**config.mk**
```make
export PLATFORM = sky130hd
export DESIGN_NAME = parking_gate_ctrl_p_flat
export DESIGN_NICKNAME = d
export VERILOG_FILES = /design/src/rtl/parking_gate_ctrl_p_pkg.sv /design/src/rtl/parking_gate_ctrl_p_if.sv /design/src/rtl/parking_gate_ctrl_p_gate_occ_counter.sv /design/src/rtl/parking_gate_ctrl_p.sv /design/src/flat_wrapper.sv
export SDC_FILE = /design/constraint.sdc
export NUM_CORES = 1
export LEC_CHECK = 0
export BUFFER_PORTS_ARGS = -buffer_cell sky130_fd_sc_hd__buf_2
export CAP_MARGIN = 20
export CORE_AREA = 2 2 43 65
export CTS_BUF_LIST = sky130_fd_sc_hd__clkbuf_4 sky130_fd_sc_hd__clkbuf_8
export CTS_CLUSTER_SIZE = 8
export DETAILED_ROUTE_END_ITERATION = 10
export DIE_AREA = 0 0 45 67
export PLACE_DENSITY_LB_ADDON = 0.3
export RECOVER_POWER = 50
export SYNTH_ARGS = -nofsm -noshare
export SYNTH_HDL_FRONTEND = slang
export SYNTH_SLANG_ARGS = --single-unit
```
**constraint.sdc**
```tcl
create_clock -name clock -period 4.5 [get_ports clock]
set_input_delay 0.225 -clock clock [delete_from_list [all_inputs] [get_ports clock]]
set_output_delay 0.225 -clock clock [all_outputs]
set_load 0.01 [all_outputs]
```
**src/rtl/parking_gate_ctrl_p_pkg.sv**
```systemverilog
// Shared definitions for the parking entrance gate controller.
// Holds the FSM state encoding and the factory PIN.
package gate_pkg;

    typedef enum logic [1:0] {
        IDLE     = 2'd0,
        WAIT_PIN = 2'd1,
        OPEN     = 2'd2,
        BLOCK    = 2'd3
    } gateState_t;

    localparam logic [7:0] PIN_DEFAULT = 8'b0011_1000;

    // True when a candidate code equals the configured PIN.
    function automatic logic pinMatch(input logic [31:0] code, input logic [31:0] pin);
        return (code == pin);
    endfunction

endpackage

```
**src/rtl/parking_gate_ctrl_p_if.sv**
```systemverilog
// Sensor/keypad inputs and actuator/alarm outputs of the entrance gate.
// The controller connects through the slave modport, the stimulus side through master.
interface parking_gate_ctrl_p_if #(
    parameter int PIN_W  = 8,
    parameter int OCC_W  = 5,
    parameter int FAIL_W = 2
);
    logic              sEntrada;
    logic              sSalida;
    logic              sEnter;
    logic [PIN_W-1:0]  sCode;
    logic              sVehSale;
    logic              sAbrir;
    logic              sCerrar;
    logic              sBloq;
    logic              sAlmInc;
    logic              sAlmBloq;
    logic              sFull;
    logic [OCC_W-1:0]  occ;
    logic [FAIL_W-1:0] fail_cnt;

    modport master (
        output sEntrada, sSalida, sEnter, sCode, sVehSale,
        input  sAbrir, sCerrar, sBloq, sAlmInc, sAlmBloq, sFull, occ, fail_cnt
    );

    modport slave (
        input  sEntrada, sSalida, sEnter, sCode, sVehSale,
        output sAbrir, sCerrar, sBloq, sAlmInc, sAlmBloq, sFull, occ, fail_cnt
    );
endinterface

```
**src/rtl/parking_gate_ctrl_p_gate_occ_counter.sv**
```systemverilog
// Saturating up/down lot occupancy counter with a registered full flag.
// Simultaneous entry and exit strobes cancel out.
module gate_occ_counter #(
    parameter int CAP   = 16,
    parameter int OCC_W = 5
) (
    input  logic             clock,
    input  logic             reset,
    input  logic             incPulse,
    input  logic             decPulse,
    output logic [OCC_W-1:0] occ,
    output logic             full
);
    localparam logic [OCC_W-1:0] CAP_V  = OCC_W'(CAP);
    localparam logic [OCC_W-1:0] ZERO_V = OCC_W'(0);
    localparam logic [OCC_W-1:0] ONE_V  = OCC_W'(1);

    logic [OCC_W-1:0] occR;
    logic [OCC_W-1:0] occS;
    logic             fullR;

    // Next occupancy with saturation at both ends.
    always_comb begin
        occS = occR;
        if (incPulse && !decPulse) begin
            if (occR == CAP_V) begin
                occS = occR;
            end else begin
                occS = occR + ONE_V;
            end
        end else if (decPulse && !incPulse) begin
            if (occR == ZERO_V) begin
                occS = occR;
            end else begin
                occS = occR - ONE_V;
            end
        end else begin
            occS = occR;
        end
    end

    // Occupancy and full flag registers.
    always_ff @(posedge clock or posedge reset) begin
        if (reset) begin
            occR  <= ZERO_V;
            fullR <= 1'b0;
        end else begin
            occR  <= occS;
            fullR <= (occS == CAP_V);
        end
    end

    assign occ  = occR;
    assign full = fullR;

endmodule

```
**src/rtl/parking_gate_ctrl_p.sv**
```systemverilog
// Parking entrance gate controller: PIN entry, open timeout, tailgating block
// and lot occupancy tracking. All outputs come straight from registers.
module parking_gate_ctrl_p
    import gate_pkg::*;
#(
    parameter int             PIN_W    = 8,
    parameter logic [PIN_W-1:0] PIN_OK = PIN_W'(PIN_DEFAULT),
    parameter int             MAX_FAIL = 3,
    parameter int             CAP      = 16,
    parameter int             OCC_W    = 5,
    parameter int             TMO_CYC  = 200
) (
    input logic                 clock,
    input logic                 reset,
    parking_gate_ctrl_p_if.slave gate
);
    localparam int FAIL_W = $clog2(MAX_FAIL + 1);
    localparam int TMR_W  = $clog2(TMO_CYC);
    localparam logic [FAIL_W-1:0] FAIL_MAX  = FAIL_W'(MAX_FAIL);
    localparam logic [FAIL_W-1:0] FAIL_ZERO = FAIL_W'(0);
    localparam logic [FAIL_W-1:0] FAIL_ONE  = FAIL_W'(1);
    localparam logic [TMR_W-1:0]  TMR_LAST  = TMR_W'(TMO_CYC - 1);
    localparam logic [TMR_W-1:0]  TMR_ZERO  = TMR_W'(0);
    localparam logic [TMR_W-1:0]  TMR_ONE   = TMR_W'(1);

    gateState_t        stateR, stateS;
    logic [TMR_W-1:0]  timerR, timerS;
    logic [FAIL_W-1:0] failR, failS, failSat;
    logic              almIncR, almIncS;
    logic              sEnterD, sSalidaD, sVehSaleD;
    logic              enterPulse, passPulse, leavePulse;
    logic              codeOk, occInc, fullS;
    logic              abrirR, cerrarR, bloqR, almBloqR;
    logic [OCC_W-1:0]  occS;

    assign enterPulse = gate.sEnter   & ~sEnterD;
    assign passPulse  = gate.sSalida  & ~sSalidaD;
    assign leavePulse = gate.sVehSale & ~sVehSaleD;
    assign codeOk     = pinMatch(32'(gate.sCode), 32'(PIN_OK));
    assign failSat    = (failR == FAIL_MAX) ? failR : (failR + FAIL_ONE);

    // Next-state, timer and wrong-PIN bookkeeping.
    always_comb begin
        stateS  = stateR;
        timerS  = timerR;
        failS   = failR;
        almIncS = almIncR;
        occInc  = 1'b0;
        case (stateR)
            IDLE: begin
                if (gate.sEntrada) begin
                    stateS = WAIT_PIN;
                end else begin
                    stateS = IDLE;
                end
            end
            WAIT_PIN: begin
                if (enterPulse && codeOk) begin
                    failS   = FAIL_ZERO;
                    almIncS = 1'b0;
                    if (!fullS) begin
                        stateS = OPEN;
                        timerS = TMR_ZERO;
                    end else begin
                        stateS = WAIT_PIN;
                    end
                end else if (enterPulse) begin
                    failS   = failSat;
                    almIncS = almIncR | (failSat == FAIL_MAX);
                    if (gate.sEntrada) begin
                        stateS = WAIT_PIN;
                    end else begin
                        stateS = IDLE;
                    end
                end else if (!gate.sEntrada) begin
                    stateS = IDLE;
                end else begin
                    stateS = WAIT_PIN;
                end
            end
            OPEN: begin
                // Two sensors active at once means a second car is tailgating.
                if (gate.sEntrada && gate.sSalida) begin
                    stateS = BLOCK;
                    timerS = TMR_ZERO;
                end else if (passPulse && !gate.sEntrada) begin
                    stateS = IDLE;
                    timerS = TMR_ZERO;
                    occInc = 1'b1;
                end else if (timerR == TMR_LAST) begin
                    stateS = IDLE;
                    timerS = TMR_ZERO;
                end else begin
                    stateS = OPEN;
                    timerS = timerR + TMR_ONE;
                end
            end
            BLOCK: begin
                // The car is already committed, so a full lot does not hold it here.
                if (enterPulse && codeOk) begin
                    stateS  = OPEN;
                    timerS  = TMR_ZERO;
                    failS   = FAIL_ZERO;
                    almIncS = 1'b0;
                end else if (enterPulse) begin
                    stateS  = BLOCK;
                    failS   = failSat;
                    almIncS = almIncR | (failSat == FAIL_MAX);
                end else begin
                    stateS = BLOCK;
                end
            end
            default: begin
                stateS = IDLE;
                timerS = TMR_ZERO;
            end
        endcase
    end

    // State, timer, edge detectors and registered outputs.
    always_ff @(posedge clock or posedge reset) begin
        if (reset) begin
            stateR    <= IDLE;
            timerR    <= TMR_ZERO;
            failR     <= FAIL_ZERO;
            almIncR   <= 1'b0;
            sEnterD   <= 1'b0;
            sSalidaD  <= 1'b0;
            sVehSaleD <= 1'b0;
            abrirR    <= 1'b0;
            cerrarR   <= 1'b1;
            bloqR     <= 1'b0;
            almBloqR  <= 1'b0;
        end else begin
            stateR    <= stateS;
            timerR    <= timerS;
            failR     <= failS;
            almIncR   <= almIncS;
            sEnterD   <= gate.sEnter;
            sSalidaD  <= gate.sSalida;
            sVehSaleD <= gate.sVehSale;
            abrirR    <= (stateS == OPEN);
            cerrarR   <= (stateS != OPEN);
            bloqR     <= (stateS == BLOCK);
            almBloqR  <= (stateS == BLOCK);
        end
    end

    gate_occ_counter #(
        .CAP   (CAP),
        .OCC_W (OCC_W)
    ) uOcc (
        .clock    (clock),
        .reset    (reset),
        .incPulse (occInc),
        .decPulse (leavePulse),
        .occ      (occS),
        .full     (fullS)
    );

    assign gate.sAbrir   = abrirR;
    assign gate.sCerrar  = cerrarR;
    assign gate.sBloq    = bloqR;
    assign gate.sAlmInc  = almIncR;
    assign gate.sAlmBloq = almBloqR;
    assign gate.sFull    = fullS;
    assign gate.occ      = occS;
    assign gate.fail_cnt = failR;

endmodule

```
**src/flat_wrapper.sv**
```systemverilog
// flat-port wrapper written by rule: the top's interface ports become plain ports
module parking_gate_ctrl_p_flat import gate_pkg::*;
#(
    parameter int             PIN_W    = 8,
    parameter logic [PIN_W-1:0] PIN_OK = PIN_W'(PIN_DEFAULT),
    parameter int             MAX_FAIL = 3,
    parameter int             CAP      = 16,
    parameter int             OCC_W    = 5,
    parameter int             TMO_CYC  = 200
)
  (clock, reset, gate_sEntrada, gate_sSalida, gate_sEnter, gate_sCode, gate_sVehSale, gate_sAbrir, gate_sCerrar, gate_sBloq, gate_sAlmInc, gate_sAlmBloq, gate_sFull, gate_occ, gate_fail_cnt);
  parking_gate_ctrl_p_if #(.PIN_W(PIN_W), .OCC_W(OCC_W), .FAIL_W(2)) gate_i ();
  input logic clock;
  input logic reset;
  input wire logic [$bits(gate_i.sEntrada)-1:0] gate_sEntrada;
  input wire logic [$bits(gate_i.sSalida)-1:0] gate_sSalida;
  input wire logic [$bits(gate_i.sEnter)-1:0] gate_sEnter;
  input wire logic [$bits(gate_i.sCode)-1:0] gate_sCode;
  input wire logic [$bits(gate_i.sVehSale)-1:0] gate_sVehSale;
  output wire logic [$bits(gate_i.sAbrir)-1:0] gate_sAbrir;
  output wire logic [$bits(gate_i.sCerrar)-1:0] gate_sCerrar;
  output wire logic [$bits(gate_i.sBloq)-1:0] gate_sBloq;
  output wire logic [$bits(gate_i.sAlmInc)-1:0] gate_sAlmInc;
  output wire logic [$bits(gate_i.sAlmBloq)-1:0] gate_sAlmBloq;
  output wire logic [$bits(gate_i.sFull)-1:0] gate_sFull;
  output wire logic [$bits(gate_i.occ)-1:0] gate_occ;
  output wire logic [$bits(gate_i.fail_cnt)-1:0] gate_fail_cnt;
  assign gate_i.sEntrada = gate_sEntrada;
  assign gate_i.sSalida = gate_sSalida;
  assign gate_i.sEnter = gate_sEnter;
  assign gate_i.sCode = gate_sCode;
  assign gate_i.sVehSale = gate_sVehSale;
  assign gate_sAbrir = gate_i.sAbrir;
  assign gate_sCerrar = gate_i.sCerrar;
  assign gate_sBloq = gate_i.sBloq;
  assign gate_sAlmInc = gate_i.sAlmInc;
  assign gate_sAlmBloq = gate_i.sAlmBloq;
  assign gate_sFull = gate_i.sFull;
  assign gate_occ = gate_i.occ;
  assign gate_fail_cnt = gate_i.fail_cnt;
  parking_gate_ctrl_p #(.PIN_W(PIN_W), .PIN_OK(PIN_OK), .MAX_FAIL(MAX_FAIL), .CAP(CAP), .OCC_W(OCC_W), .TMO_CYC(TMO_CYC)) u_core (.clock(clock), .reset(reset), .gate(gate_i));
endmodule
```
==> metrics.md, run 1 <==
| Metric | Value |
|---|---|
| Worst IR Drop VDD | 0.349 mV |
| Vias in the first global route | 1183 |
| Wirelength per Cell | 14.4 µm |
| LEAKAGE | 0.742 nW |
| Largest cells by area after synthesis | dfrtp_1 (42%), o21ai_0 (4.6%), ha_1 (2.6%) |
| Count of cell types in the netlist | 45 |
| Max incr delay on CP | 470 ps |
| Layout Nets | 188 |
| Via density per instance | 6.02 |
| Final Skew | 9.29 ps |
| Max Root-Sink Buffers | 2 |
| Last weighted congestion value of the routability-driven placer | 0.827 |
| Cell Chain, Critical Path | inv_1 > ha_1 > or3b_1 > o21ai_0 > o21ai_0 > o2bb2ai_1 > nor4_2 |
| Post-synthesis sequential area ratio | 0.442 |
| Initial antenna violation count | 0 |
| Top_reg_cell synth | dfrtp_1 |
| Vias | 1167 |
| Final hold vios | 0 |
| Drt drc | 0 |
| WS Path Type | register to register |
| H-Tree Depth | 1 |
| Initial Util | 0.585 |
| Pins Over Slew Limit | 0 |
| Worst min-delay path class | input pin to register |
| CTS Buf Count | 3 |
| Overflow left after global routing | 0 |
| Async S/R FF share, synth | 1.00 |
| Worst skew pair latency | 310 ps |
| Worst-path clk slew | 130 ps |
| Post-synth EDFFs | 0 |
| Fin Setup TNS | 0 ps |
| Area Growth Syn to Fin | 12.0% |
| Mapped Cells | 142 |
| Avg Inst Size Synth | 9.98 µm² |
| Cell Pwr Density | 349 mW/mm² |
| RSZ-0062 raised after global routing | no |
| Global-route wire length before repair | 4970 µm |
| Count leader, synth | dfrtp_1 |
| Most instantiated cells after synthesis | dfrtp_1 (24), o21ai_0 (13), nand2_1 (10) |
| IO Port Bufs | 26 |
| Fin Hold WS | 46.6 ps |
| Period utilization | 0.450 |
| Io pins | 27 |
| Pre-Repair DR Iteration Count | 4 |
| Die height | 67 µm |
| MaxCap Viol Count | 0 |
| Critical Path RT | 4720 ps |
| Yosys top cell area share | 0.424 |
| Share of layout cells above drive strength 1 | 0.176 |
| Min Clock Period, post-route | 2020 ps |
| Hold_buf cts | 0 |
| DIE WIDTH | 45 µm |
| Crit-path most repeated cell | o21ai_0 |
| FP Rows | 22 |
| DR iter-0 viols | 17 |
| Antenna Cells | 0 |
| Routed wire length | 2800 µm |
| Core region area | 0.00242 mm² |
| Antenna Nets Post-Route | 0 |
| Worst-path maximum fanout | 6 |
| Sink Count | 25 |
| TritonCTS clock tree | built |
| Warnings from Yosys | 0 |
| Resize count post-CTS | 0 |
| CP max stage cell | dfrtp_1 |
| Largest net degree at the start of global routing | 26 |
| Finish-stage setup viols | 0 |
| Area leader, netlist | dfrtp_1 |
| Gr usage total | 0.223 |
| Die Area | 0.00302 mm² |
| Power Total | 553 µW |
| Post-CTS Setup Bufs | 0 |
| Max Clock Freq | 494 MHz |
| Status | complete, no violations |
| Post-DP HPWL | 2240 µm |
| Post-Syn Area | 0.00142 mm² |
| Crit end category | register |
| Syn nets | 159 |
| WP data arrival | 2240 ps |
| Clock Tree Root | clkbuf_4 |
| Worst relative slew slack | 0.389 |
| Setup crit start kind | register |
| Number of synthesized register bits | 25 |
| Worst Tran Pin Value | 915 ps |
## where the power goes
part	total [mW]	internal [mW]	switching (mW)
clock	0.103	0.0406	0.0622
combinational	0.162	0.0737	0.0885
sequential	0.288	0.249	0.0394
total	0.553	0.363	0.190
## routing by layer
| metal | up-vias | GRT usage | share of wire |
|---|---|---|---|
| li1 | 583 | - | - |
| met1 | 563 | 0.244 | 0.39 |
| met2 | 15 | 0.402 | 0.56 |
| met3 | 6 | 0.0298 | 0.020 |
| met4 | 0 | 0.107 | 0.020 |
| met5 | - | 0 | 0 |
## path summary, 6_finish.rpt
kind                                    start                   end  slack (ps)  cells past startpoint
max                        u_core.uOcc.occ[0]      u_core.uOcc.full        2480                      7
min                             gate_sVehSale      u_core.sVehSaleD          50                      1
max reg2reg                u_core.uOcc.occ[0]      u_core.uOcc.full        2480                      7
min reg2reg                  u_core.timerR[1]      u_core.timerR[1]         540                      1
max in group asynchronous               reset  u_core.gate.sAlmBloq        3850                      2
min in group asynchronous               reset      u_core.sVehSaleD          90                      2
## critical path: cells and delay by family (launching register included)
family          cells  cell delay (ps)
compound gates      3              570
fa+ha+maj           1              200
buf+inv             1               80
flops               1              470
simple gates        2              620
## sequential cells by signal (all words and copies together) (netlist names)
register              count
u_core.gate.sAbrir        1
u_core.stateR             2
u_core.gate.sAlmBloq      1
u_core.uOcc.full          1
u_core.uOcc.occ           5
u_core.gate.sAlmInc       1
u_core.gate.sCerrar       1
u_core.gate.fail_cnt      2
u_core.sVehSaleD          1
u_core.timerR             8
u_core.sEnterD            1
u_core.sSalidaD           1
## cell type report
| class | instances | area [µm²] |
|---|---|---|
| Fill cell | 202 | 835 |
| Multi-Input combinational cell | 106 | 744 |
| Sequential cell | 25 | 627 |
| Timing Repair Buffer | 26 | 123 |
| Inverter | 9 | 33.8 |
| Clock buffer | 4 | 30.0 |
| Tap cell | 24 | 30.0 |
## logic make-up (layout without fill, tap and decap cells)
kind of cell               count (synthesis)  after routing  share of synthesized area
and+or+nand+nor                           60             60                      0.275
AOI/OAI and AO/OA                         39             39                      0.186
DFF                                       25             25                      0.442
buffers and inverters                     11             39                     0.0327
adders and majority gates                  3              3                     0.0265
xor gates and xnor gates                   3              3                     0.0185
muxes                                      1              1                     0.0185
## through the flow
step	area, µm²	util	setup slack, ps	std cells
floorplan	1420	-	2660	142
global placement	1570	0.646	2580	190
detailed placement	1570	0.646	2500	190
CTS	1600	0.659	2470	194
global route	1590	0.655	2300	194
finish	1590	0.655	2480	194
## placed cells by master, fill, tap and decap left out, types with 3 or more instances in the layout
cell,count
clkbuf_4,4
nor3_1,6
ha_1,3
nor2b_1,5
and3_1,5
o21bai_1,4
o21ai_0,13
xnor2_1,3
a31oi_1,3
dfrtp_1,24
a211o_1,3
nor3b_1,3
nand2_1,10
buf_2,20
a21oi_1,4
clkbuf_1,6
a21o_1,3
nor2_1,7
inv_1,9
Power figures use the tool's default switching activity.
==> inputs of run 2 (changes only) <==
- CORE_AREA: 2 2 43 65 -> 2 2 44 67
- DIE_AREA: 0 0 45 67 -> 0 0 46 69
- clock period: 4.5 -> 2.05 ns (I/O delays scaled with it)
==> run 2 against run 1 <==
- clock power rose to 2.8 times the previous value
- via count rose by 4.1%
- routed wire length up 10%
- final area is 4.7% higher
- largest power group unchanged
- critical path depth did not move
- largest cell class unchanged
- sequential cell count stayed put
- die area rose by 5.3%
==> metrics.md, run 2 (synthesized netlist as in run 1, its figures left out) <==
| Metric | Value |
|---|---|
| Global-route wire length before repair | 5260 µm (was 4970 µm) |
| Min Clock Period, post-route | 1940 ps (was 2020 ps) |
| Period utilization | 0.946 (was 0.450) |
| IO Port Bufs | 26 (unchanged) |
| Crit end category | register (unchanged) |
| CP max stage cell | or4b_4 (was dfrtp_1) |
| Worst IR Drop VDD | 0.633 mV (was 0.349 mV) |
| Antenna Cells | 0 (unchanged) |
| Finish-stage setup viols | 0 (unchanged) |
| Routed wire length | 3090 µm (was 2800 µm) |
| Max Clock Freq | 516 MHz (was 494 MHz) |
| Worst Tran Pin Value | 623 ps (was 915 ps) |
| Cell Chain, Critical Path | inv_1 > ha_2 > and3b_1 > o21ai_0 > mux4_2 > or4b_4 > nor4_2 (was inv_1 > ha_1 > or3b_1 > o21ai_0 > o21ai_0 > o2bb2ai_1 > nor4_2) |
| Post-DP HPWL | 2360 µm (was 2240 µm) |
| DR iter-0 viols | 24 (was 17) |
| WS Path Type | register to register (unchanged) |
| Max Root-Sink Buffers | 2 (unchanged) |
| Io pins | 27 (unchanged) |
| Worst relative slew slack | 0.584 (was 0.389) |
| Commonest non-fill, non-tap cell in the layout | dfrtp_1 (unchanged) |
| Setup crit start kind | register (unchanged) |
| Share of layout cells above drive strength 1 | 0.205 (was 0.176) |
| Area Growth Syn to Fin | 17.3% (was 12.0%) |
| Pre-Repair DR Iteration Count | 4 (unchanged) |
| Worst-path clk slew | 90 ps (was 130 ps) |
| Last weighted congestion value of the routability-driven placer | 0.797 (was 0.827) |
| Max incr delay on CP | 460 ps (was 470 ps) |
| Final hold vios | 0 (unchanged) |
| Overflow left after global routing | 0 (unchanged) |
| FP Rows | 23 (was 22) |
| Status | complete, no violations (unchanged) |
| Clock power share | 0.218 (was 0.186) |
| Worst min-delay path class | input pin to register (unchanged) |
| TritonCTS clock tree | built (unchanged) |
| WP data arrival | 2110 ps (was 2240 ps) |
| Net Switching | 455 µW (was 190 µW) |
| Worst skew pair latency | 270 ps (was 310 ps) |
| Initial antenna violation count | 0 (unchanged) |
| Initial Util | 0.547 (was 0.585) |
| Max reg flops | 8 (unchanged) |
| Via density per instance | 6.04 (was 6.02) |
| RSZ-0062 raised after global routing | yes (was no) |
| MaxCap Viol Count | 0 (unchanged) |
| Wirelength per Cell | 15.4 µm (was 14.4 µm) |
| H-Tree Depth | 1 (unchanged) |
| Reg with most FFs | u_core.timerR (unchanged) |
| Die Area | 0.00317 mm² (was 0.00302 mm²) |
| Core Util, Final | 0.642 (was 0.655) |
| Sink Count | 25 (unchanged) |
| Commonest cells after routing, fill and taps aside | dfrtp_1 (22), buf_2 (17), o21ai_0 (12) (was dfrtp_1 (24), buf_2 (20), o21ai_0 (13)) |
| Combinational share of power | 0.301 (was 0.293) |
| Worst-path maximum fanout | 6 (unchanged) |
| Int Pwr | 872 µW (was 363 µW) |
| Gr usage total | 0.221 (was 0.223) |
| Vias | 1215 (was 1167) |
| Largest net degree at the start of global routing | 18 (was 26) |
| DIE WIDTH | 46 µm (was 45 µm) |
| Layout Nets | 194 (was 188) |
| Final Skew | 6.62 ps (was 9.29 ps) |
| Flop pwr share | 0.481 (was 0.521) |
| Cell Pwr Density | 798 mW/mm² (was 349 mW/mm²) |
| Drt drc | 0 (unchanged) |
| Sw Share | 0.343 (was 0.344) |
| Critical Path RT | 2220 ps (was 4720 ps) |
| Vias in the first global route | 1206 (was 1183) |
| Die height | 69 µm (was 67 µm) |
| LEAKAGE | 0.765 nW (was 0.742 nW) |
| Power Total | 1.33 mW (was 553 µW) |
| CTS Buf Count | 3 (unchanged) |
| Pins Over Slew Limit | 0 (unchanged) |
| Clock Tree Root | clkbuf_8 (was clkbuf_4) |
| Antenna Nets Post-Route | 0 (unchanged) |
| Core region area | 0.00259 mm² (was 0.00242 mm²) |
==> run 2: changes by cell type in the layout (fill, tap and decap cells not counted), moves of 2 or more <==
| cell | before | now |
|---|---|---|
| buf_2 | 20 | 17 |
| dfrtp_1 | 24 | 22 |
| dfrtp_2 | 0 | 2 |
| clkbuf_4 | 4 | 0 |
| dlygate4sd3_1 | 0 | 3 |
| clkbuf_1 | 6 | 9 |
| clkbuf_8 | 0 | 3 |
| buf_4 | 0 | 3 |
==> run 2: power by group through the flow <==
stage	registers, mW	logic [mW]	clock network (mW)
detailed placement	0.641	0.369	0
CTS	0.632	0.376	0.297
global route	0.651	0.442	0.317
global placement	0.635	0.351	0
floorplan	0.643	0.223	0
finish	0.638	0.400	0.289
==> run 2: layout make-up <==
cell class                      count  area, µm²
Clock inverter                      1       5.00
Sequential cell                    25        629
Clock buffer                        3       41.3
Fill cell                         235        927
Inverter                            9       33.8
Tap cell                           25       31.3
Timing Repair Buffer               32        171
Multi-Input combinational cell    106        751
==> run 2: through the flow <==
step / hold slack, ps / setup TNS, ps / setup WS, ps / instance area (µm²) / std cells
detailed placement: 214 / -0.885 / -0.885 / 1580 / 193
global route: 84.0 / -6.11 / -6.11 / 1660 / 201
global placement: 197 / 0 / 130 / 1580 / 193
CTS: 19.9 / 0 / 21.0 / 1660 / 200
finish: 87.4 / 0 / 110 / 1660 / 201
floorplan: 129 / 0 / 214 / 1420 / 142
==> run 2: routing by layer <==
layer | vias up | part of all wire | global-route usage
met5 | - | 0 | 0
met4 | 0 | 0.035 | 0.114
met3 | 9 | 0.030 | 0.0236
met2 | 33 | 0.56 | 0.372
met1 | 583 | 0.38 | 0.259
li1 | 590 | - | -
==> run 2: worst max-delay path, delay by kind of cell (launching register included) <==
kind	cells	cell delay, ps
AOI/OAI and AO/OA	1	90
adders and majority gates	1	200
buffers and inverters	1	60
DFF	1	420
muxes	1	270
and+or+nand+nor	3	790
==> run 2: path summary, 6_finish.rpt <==
kind	startpoint	cells after the start	slack (ps)	end
max	u_core.uOcc.occ[0]	7	110	u_core.uOcc.full
min	gate_sSalida	1	90	u_core.sSalidaD
max reg2reg	u_core.uOcc.occ[0]	7	110	u_core.uOcc.full
min reg2reg	u_core.timerR[2]	1	520	u_core.timerR[2]
max in group asynchronous	reset	4	1010	u_core.uOcc.occ[1]
min in group asynchronous	reset	3	450	u_core.timerR[3]
==> run 2: timing repair <==
item | CTS | global route
endpoints found under the setup margin | 1 | 1
buffers inserted | 0 | 1
hold endpoints to repair | 17 | 0
hold buffers | 3 | 0
gates resized for setup | 1 | 6
